### src/rtl/vram_rd_arb.sv
// Two-master read arbiter for the shared VRAM AR/R channels: display fetch (M0) has
// priority, draw engine (M1) is guaranteed a grant after STARVE_LIMIT consecutive M0 wins.
module vram_rd_arb #(
  parameter int unsigned STARVE_LIMIT = 4
) (
  input  logic        ACLK,
  input  logic        ARST,
  input  logic [31:0] M0_ARADDR,
  input  logic        M0_ARVALID,
  output logic        M0_ARREADY,
  output logic        M0_RVALID,
  output logic        M0_RLAST,
  input  logic        M0_RREADY,
  input  logic [31:0] M1_ARADDR,
  input  logic        M1_ARVALID,
  output logic        M1_ARREADY,
  output logic        M1_RVALID,
  output logic        M1_RLAST,
  input  logic        M1_RREADY,
  output logic [31:0] ARADDR,
  output logic        ARVALID,
  input  logic        ARREADY,
  input  logic        RVALID,
  input  logic        RLAST,
  output logic        RREADY,
  output logic [1:0]  GRANT,
  output logic        BUSY
);

  typedef enum logic [2:0] {
    S_IDLE = 3'b001,
    S_ADDR = 3'b010,
    S_DATA = 3'b100
  } state_t;

  localparam logic [3:0] LIMIT = 4'(STARVE_LIMIT);

  state_t     r_state;
  logic [1:0] r_grant;
  logic [3:0] r_starve_cnt;

  logic w_in_addr;
  logic w_in_data;
  logic w_m1_wins;
  logic w_last_beat;

  assign w_in_addr   = (r_state == S_ADDR);
  assign w_in_data   = (r_state == S_DATA);
  assign w_m1_wins   = M1_ARVALID & (~M0_ARVALID | (r_starve_cnt == LIMIT));
  assign w_last_beat = RVALID & RREADY & RLAST;

  always_ff @(posedge ACLK) begin
    if (ARST) begin
      r_state      <= S_IDLE;
      r_grant      <= '0;
      r_starve_cnt <= '0;
    end else begin
      case (r_state)
        S_IDLE: begin
          // Counter only tracks M0 wins while M1 is actually waiting.
          if (!M1_ARVALID)
            r_starve_cnt <= '0;
          if (M0_ARVALID || M1_ARVALID) begin
            r_state <= S_ADDR;
            if (w_m1_wins) begin
              r_grant      <= 2'b10;
              r_starve_cnt <= '0;
            end else begin
              r_grant <= 2'b01;
              if (M1_ARVALID && (r_starve_cnt != LIMIT))
                r_starve_cnt <= r_starve_cnt + 4'd1;
            end
          end
        end
        S_ADDR: begin
          if (ARVALID && ARREADY)
            r_state <= S_DATA;
        end
        S_DATA: begin
          if (w_last_beat) begin
            r_state <= S_IDLE;
            r_grant <= '0;
          end
        end
        default: begin
          r_state <= S_IDLE;
          r_grant <= '0;
        end
      endcase
    end
  end

  assign GRANT = r_grant;
  assign BUSY  = w_in_addr | w_in_data;

  assign ARVALID = w_in_addr & (r_grant[1] ? M1_ARVALID : M0_ARVALID);
  assign ARADDR  = w_in_addr ? (r_grant[1] ? M1_ARADDR : M0_ARADDR) : '0;

  assign M0_ARREADY = w_in_addr & r_grant[0] & ARREADY;
  assign M1_ARREADY = w_in_addr & r_grant[1] & ARREADY;

  assign RREADY    = w_in_data & (r_grant[1] ? M1_RREADY : M0_RREADY);
  assign M0_RVALID = w_in_data & r_grant[0] & RVALID;
  assign M1_RVALID = w_in_data & r_grant[1] & RVALID;
  assign M0_RLAST  = w_in_data & r_grant[0] & RLAST;
  assign M1_RLAST  = w_in_data & r_grant[1] & RLAST;

endmodule

### config.mk
export PLATFORM = sky130hd
export DESIGN_NAME = vram_rd_arb
export DESIGN_NICKNAME = d
export VERILOG_FILES = /design/src/rtl/vram_rd_arb.sv
export SDC_FILE = /design/constraint.sdc
export NUM_CORES = 1
export LEC_CHECK = 0
export CAP_MARGIN = 10
export CORE_ASPECT_RATIO = 0.5
export CORE_MARGIN = 4
export CORE_UTILIZATION = 27
export DETAILED_ROUTE_END_ITERATION = 10
export GPL_ROUTABILITY_DRIVEN = 0
export GPL_TIMING_DRIVEN = 0
export PLACE_DENSITY = 0.8
export SKIP_CTS_REPAIR_TIMING = 1
export SYNTH_ARGS = -nofsm -noshare
export SYNTH_HDL_FRONTEND = slang
export SYNTH_SLANG_ARGS = --single-unit
### constraint.sdc
create_clock -name ACLK -period 2.15 [get_ports ACLK]
set_input_delay 0.645 -clock ACLK [delete_from_list [all_inputs] [get_ports ACLK]]
set_output_delay 0.645 -clock ACLK [all_outputs]
set_load 0.01 [all_outputs]
* After elaboration in Yosys (flattened, before gate mapping)
Index checks and enable logic that the tools add are counted.
W data, S select, Z words.
** Operators by class
- Mux-type cells :: 16
- Bitwise gates (word level) :: 19
- Eq/ne operators :: 8
- $add $sub $neg :: 1
- Reduce and logical (&&, ||, !) cells :: 5
** Operators by type and width (count)
- $mux W32 :: 2
- $mux W4 :: 4
- $and A1 B1 Y1 :: 15
- $mux W3 :: 3
- $pmux W3 S3 :: 1
- $mux W2 :: 3
- $pmux W2 S3 :: 1
- $reduce_and A3 Y1 :: 2
- $add A4 B1 Y4 const B :: 1
- $eq A4 B3 Y1 const B :: 1
- $ne A2 B1 Y1 const B :: 2
- $ne A4 B3 Y1 const B :: 1
- $eq A3 B1 Y1 const B :: 1
- $eq A3 B2 Y1 const B :: 1
- $eq A3 B3 Y1 const B :: 1
- $logic_and A1 B1 Y1 :: 2
- $mux W1 :: 2
- $ne A2 B2 Y1 const B :: 1
- $not A1 Y1 :: 2
- $or A1 B1 Y1 :: 2
- $logic_or A1 B1 Y1 :: 1
** Word-level totals
- Input bits :: 73
- Flip-flop bits (word level) :: 9
- Logic and storage cells :: 52
- Output and inout port bits :: 43

* Logic depth before layout (Yosys ltp)
Gate-level depths: netlist of the first run.
- Word-level depth :: 6
- Depth in mapped cells :: 6
- Gate-level depth less buffers :: 6

* Least setup slack after synthesis of the first run
OpenSTA, ideal clock, no wires.
- Path kind :: reg2out
- Start point :: register r_grant[1] (netlist: GRANT[1])
- End point :: output ARVALID
- Data required time :: 1.505 ns
- Slack :: 0.297 ns
- Data arrival time :: 1.208 ns
- Stages on the path, launching flop included :: 4
- Buffers on the path :: 1
- Cells stage by stage :: dfxtp_1 -> buf_2 -> mux2_1 -> and3_1
** Between the ends
- Cells in the longest elaborated chain, start to end :: 2
** Ends and longest elaborated chain
- start, declared :: RTL line 39 : logic [1:0] r_grant;
- start signal, assigned :: RTL line 55 : r_grant <= '0;
- start signal, assigned :: RTL line 66 : r_grant <= 2'b10;
- start signal, assigned :: RTL line 69 : r_grant <= 2'b01;
- $mux W1 :: RTL line 96 : assign ARVALID = w_in_addr & (r_grant[1] ? M1_ARVALID : M0_ARVALID);
- $and A1 B1 Y1 :: RTL line 96
- end, declared :: RTL line 21 : output logic ARVALID,
Every way passes these cells.

* Final worst setup path of the first run
- Start point :: input RVALID
- End point :: output M1_RVALID
** Between the ends
- Cells in the longest elaborated chain, start to end :: 1
** Ends and longest elaborated chain
- start, declared :: RTL line 23 : input logic RVALID,
- $and A1 B1 Y1 :: RTL line 104 : assign M1_RVALID = w_in_data & r_grant[1] & RVALID;
- end, declared :: RTL line 17 : output logic M1_RVALID,
Every way passes these cells.

==> metrics.md, run 1 <==
| Metric | Value |
|---|---|
| Die width | 94.6 um |
| Layout cells sized above 1 | 0.115 |
| Final number of hold-violating endpoints | 0 |
| Worst path bufs/invs | 2 |
| Comb power frac | 0.526 |
| I/O Buffers | 115 |
| DR pass1 iterations | 4 |
| Crit path DAT | 1500 ps |
| Vias in the first global route | 1369 |
| Initial DRC count | 32 |
| CP Cell Sequence | clkdlybuf4s50_1 > and3_1 > dlymetal6s2s_1 |
| GR Util All Layers | 0.189 |
| Yosys warns | 0 |
| Slowest cell on crit path | clkdlybuf4s50_1 |
| Distinct cell type count after synthesis | 32 |
| Largest net degree at the start of global routing | 11 |
| Int Power | 587 uW |
| Final Cycle Share | 0.996 |
| R2r setup slk | 540 ps |
| Final Max Tran Viols | 0 |
| Fin util | 0.682 |
| Clk sink count | 9 |
| Gr ovfl total | 0 |
| CTS H-tree depth | 1 |
| Mapped Cells | 139 |
| Clock Latency Late Sink | 230 ps |
| Top delay family on crit path | buffers and inverters |
| Clk slew on worst S/H paths | 40 ps |
| Max_slew headroom | 0.783 |
| Final WS setup | 8.76 ps |
| CTS tree | yes |
| Row cnt | 15 |
| Syn Area/Cell | 7.28 um^2 |
| CTS Buffer Depth | 2 |
| Non-filler instance count after layout | 311 |
| CP max FO | 3 |
| Area delta synth->final | 136% |
| Detailed Route WL | 5.07 mm |
| TritonCTS Buffers | 3 |
| Total number of vias | 1457 |
| Max incr delay on CP | 510 ps |
| Initial Utilization | 0.288 |
| Met3 usage | 0.0382 |
| Synth Register Bits | 9 |
| Reg power frac | 0.249 |
| PD cells | 364 mW/mm^2 |
| Worst Tran Pin Value | 326 ps |
| Net Switching | 283 uW |
| Req. time, crit path | 1500 ps |
| Fin nets | 336 |
| Core area | 0.00351 mm^2 |
| Commonest non-fill, non-tap cells in the layout | clkdlybuf4s50_1, nor2_1, dlymetal6s2s_1 |
| RSZ-0062 raised after global routing | true |
| First-pass GRT wire length | 7.11 mm |
| Final setup fails | 0 |
| Post-route ant nets | 0 |
| Detailed placer's ending HPWL | 4.06 mm |
| Max-cap viol count | 0 |
| Crit. End Element | primary output |
| Worst Skew | 1.84 ps |
| # DRC | 0 |
| Min-Delay Path Class | reg -> reg |
| WHS | 520 ps |
| Die H | 51.3 um |
| Pre-CTS WS | -670 ps |
| Cell Area, Synth | 0.00101 mm^2 |
| Sw Share | 0.325 |
| CTS Root Cell | clkbuf_8 |
| Share of power burned in the clock network | 0.226 |
| Seq/Total Area, Yosys | 0.178 |
| # IOs | 116 |
| Startpoint type of the worst setup path | primary input |
| VDD IR max | 0.000342 V |
| Dpl cells | 305 |
| Initial antenna violation count | 0 |
| Grt met2 use | 0.362 |
| Crit Path Class | in -> out |
| Commonest non-fill, non-tap cell in the layout | clkdlybuf4s50_1 |
| Minimum clock period | 2140 ps |
| Die area | 0.00485 mm^2 |
| Busiest grt layer | met2 |
| F_max | 467 MHz |
| Status | finished, final reports clean |
| Routed vias/inst | 4.68 |
| Leak Pwr | 0.00150 uW |
| Wire length per cell | 16.3 um |
| Synth Net Count | 214 |
| Setup TNS | 0 ps |
| Antenna cells | 0 |
| GR Layer Usage met1 | 0.217 |
-- sequential cells by signal, summed over array words and instances, names as in the netlist --
register	cells
r_starve_cnt	4
r_state	3
GRANT	2
-- per-stage QoR --
step                power, uW  area (um^2)
finish                    870         2390
global route              931         2390
CTS                       865         2270
detailed placement        661         2230
global placement          649         2230
floorplan                 405         1010
-- worst register-to-register path: stages, from the launching register on --
cell and delay (ps):
dfxtp_1 500, or4b_1 470, a21oi_1 290, or4b_1 170
a21oi_1 60
-- routing by layer --
metal | vias to the layer above | wire length [um]
li1 | 725 | -
met1 | 680 | 1980
met2 | 44 | 2700
met3 | 8 | 309
met4 | 0 | 88
met5 | - | 0
-- cell usage after synthesis --
| cell type | instances | area (um^2) |
|---|---|---|
| mux2i_1 | 33 | 330 |
| nand4_1 | 1 | 6.26 |
| xor2_1 | 1 | 8.76 |
| dfxtp_1 | 9 | 180 |
| a31oi_1 | 1 | 6.26 |
| o21a_1 | 1 | 7.51 |
| o31ai_1 | 1 | 7.51 |
| xnor2_1 | 1 | 8.76 |
| o22ai_1 | 1 | 6.26 |
| nor2b_1 | 1 | 6.26 |
| nand2b_1 | 1 | 6.26 |
| clkbuf_1 | 2 | 7.51 |
| mux2_1 | 1 | 11.3 |
| o21ai_0 | 1 | 5.00 |
| nand2_1 | 5 | 18.8 |
| nor2_1 | 38 | 143 |
| buf_2 | 5 | 25.0 |
| nand3b_1 | 1 | 7.51 |
| a21boi_0 | 1 | 7.51 |
| buf_1 | 1 | 3.75 |
| o21ai_1 | 1 | 5.00 |
| nor3_1 | 2 | 10.0 |
| nand3_1 | 2 | 10.0 |
| a21oi_1 | 7 | 35.0 |
| or4b_1 | 2 | 20.0 |
| o2111a_1 | 1 | 11.3 |
| a21o_1 | 1 | 7.51 |
| ha_1 | 2 | 25.0 |
| and3_1 | 7 | 43.8 |
| nor3b_1 | 3 | 22.5 |
| inv_1 | 4 | 15.0 |
| inv_2 | 1 | 3.75 |
-- power by group through the flow --
| stage | clock network (uW) | registers (uW) | logic, uW |
|---|---|---|---|
| 2_1_floorplan | 0 | 209 | 197 |
| 3_3_place_gp | 0 | 210 | 439 |
| 6_report | 196 | 216 | 458 |
| 5_1_grt | 213 | 221 | 497 |
| 3_5_place_dp | 0 | 211 | 450 |
| 4_1_cts | 203 | 209 | 453 |
-- area by class of cell --
| cell class | instances | area (um^2) |
|---|---|---|
| plain buffers | 8 | 68.8 |
| well taps | 51 | 63.8 |
| inverters | 5 | 18.8 |
| multi-input cells | 117 | 802 |
| flip-flops and latches | 9 | 185 |
| fillers | 287 | 1120 |
| clock buffers | 4 | 45.0 |
| repair buffers | 117 | 1210 |
-- logic make-up (layout without fill, tap and decap cells) --
logic type      after synthesis  in the layout  share of synthesized area
compound gates               16             16                     0.0977
xor+xnor                      2              2                     0.0173
fa+ha+maj                     2              2                     0.0247
buf+inv                      13            134                     0.0544
flops                         9              9                      0.178
mux                          34             34                      0.337
simple gates                 63             63                      0.290
-- path summary, 6_finish.rpt --
kind                            startpoint         to  cells past startpoint
worst max-delay path                RVALID  M1_RVALID                      3
worst min-delay path              GRANT[0]   GRANT[0]                      2
worst max register to register  r_state[0]   GRANT[0]                      4
worst min register to register    GRANT[0]   GRANT[0]                      2
Power figures use the tool's default switching activity.
==> run 2, diff against run 1 <==
- CORE_ASPECT_RATIO: 0.5 -> 0.7
==> run 2 against run 1 <==
  * The run now ends with setup timing left
  * Cell area is 1.9% higher
  * Die area is 0.91% lower
  * Clock power is essentially flat
  * Core utilization rose by 0.37 points
==> metrics.md, run 2 (synthesis results as in run 1) <==
| Metric | Value |
|---|---|
| Largest net degree at the start of global routing | 11 |
| Failing checks | setup timing |
| Fin nets | 338 |
| Startpoint type of the worst setup path | flip-flop |
| Wire length per cell | 15.3 um |
| Minimum clock period | 2230 ps |
| Vias in the first global route | 1294 |
| Commonest non-fill, non-tap cell in the layout | clkdlybuf4s50_1 |
| Largest register FFs | 4 |
| Int Power | 593 uW |
| CP Cell Sequence | buf_6 > buf_4 > mux2_2 > and3_1 > dlymetal6s2s_1 |
| Routed vias/inst | 4.76 |
| Detailed placer's ending HPWL | 3.68 mm |
| Die area | 0.00481 mm^2 |
| Final Max Tran Viols | 0 |
| Final number of hold-violating endpoints | 0 |
| Commonest non-fill, non-tap cells in the layout | clkdlybuf4s50_1, dlymetal6s2s_1, nor2_1 |
| PD cells | 357 mW/mm^2 |
| Area delta synth->final | 141% |
| Row cnt | 18 |
| Final Cycle Share | 1.04 |
| Worst Tran Pin Value | 312 ps |
| Setup TNS | -121 ps |
| Worst r2r dst | GRANT[0] |
| Post-route ant nets | 0 |
| Max_slew headroom | 0.790 |
| CTS tree | yes |
| Clock Latency Late Sink | 230 ps |
| Status | complete, but fails checks |
| Largest Register | r_starve_cnt |
| Antenna cells | 0 |
| Slowest cell on crit path | mux2_2 |
| Tot Pwr | 870 uW |
| Fin util | 0.685 |
| Detailed Route WL | 4.77 mm |
| Hold Path Depth | 1 |
| CTS Root Cell | clkbuf_8 |
| Reg-to-Reg Start | r_starve_cnt[0] |
| R2r setup slk | 580 ps |
| Initial antenna violation count | 0 |
| CP max FO | 7 |
| Crit Path Class | reg -> out |
| Sw Share | 0.318 |
| Clk sink count | 9 |
| VDD IR max | 0.000426 V |
| Crit path DAT | 1590 ps |
| # IOs | 116 |
| Reg power frac | 0.246 |
| WHS Endpoint | r_state[1] |
| Core area | 0.00356 mm^2 |
| TritonCTS Buffers | 3 |
| GR Util All Layers | 0.171 |
| Initial Utilization | 0.284 |
| Comb power frac | 0.528 |
| I/O Buffers | 115 |
| F_max | 448 MHz |
| Initial DRC count | 41 |
| Crit. End Element | primary output |
| Leak Pwr | 0.00160 uW |
| First-pass GRT wire length | 6.49 mm |
| CTS H-tree depth | 1 |
| RSZ-0062 raised after global routing | true |
| Req. time, crit path | 1500 ps |
| Net Switching | 276 uW |
| Max incr delay on CP | 360 ps |
| Origin of the worst min-delay path | r_state[2] |
| # DRC | 0 |
| Die width | 81.2 um |
| WHS | 498 ps |
| Dpl cells | 304 |
| CTS Buffer Depth | 2 |
| Gr ovfl total | 0 |
| Share of power burned in the clock network | 0.226 |
| Layout cells sized above 1 | 0.115 |
| Clk slew on worst S/H paths | 50 ps |
| Min-Delay Path Class | reg -> reg |
| Die H | 59.2 um |
| Worst Skew | 1.25 ps |
| Final setup fails | 2 |
| Max-cap viol count | 0 |
| Total number of vias | 1484 |
| DR pass1 iterations | 6 |
| Worst Reg-to-Reg Cells | 6 |
| Non-filler instance count after layout | 312 |
| Final WS setup | -82.8 ps |
[run 2: worst max-delay path by stage]
stage,from,cells after the start,endpoint,slack (ps)
after global routing,GRANT[1],5,ARVALID,-150
after detailed placement,M1_ARVALID,4,ARVALID,-680
after floorplan,GRANT[1],3,ARVALID,300
after CTS,M1_ARVALID,4,ARVALID,-680
after global placement,M1_ARVALID,4,ARVALID,-670
final,GRANT[1],5,ARVALID,-80
[run 2: layer usage]
metal / routed length (um) / global-route usage / up-vias
met5: 0 / 0 / -
met1: 1930 / 0.219 / 671
li1: - / - / 732
met2: 2250 / 0.280 / 76
met3: 549 / 0.0562 / 5
met4: 38 / 0.0410 / 0
[run 2: final cells by class]
type | count | area, um^2
Clock buffer | 4 | 45.0
Fill cell | 288 | 1120
Buffer | 8 | 68.8
Multi-Input combinational cell | 117 | 795
Inverter | 5 | 18.8
Tap cell | 50 | 62.6
Timing Repair Buffer | 119 | 1260
Sequential cell | 9 | 185
[run 2: critical path, delay by kind of cell (launching register included)]
family / cells / cell delay, ps
simple gates: 1 / 180
buf+inv: 3 / 460
mux: 1 / 360
flops: 1 / 350
[run 2: power by group through the flow]
stage	Sequential (uW)	Clock (uW)	Combinational [uW]
after floorplan	209	0	197
after global placement	210	0	439
after detailed placement	212	0	444
after CTS	208	204	447
after global routing	218	219	499
final	214	197	459
[run 2: stage by stage]
stage	instance area (um^2)	setup WS, ps
3_3_place_gp	2230	-666
2_1_floorplan	1010	297
5_1_grt	2440	-149
6_report	2440	-82.8
4_1_cts	2270	-677
3_5_place_dp	2230	-678
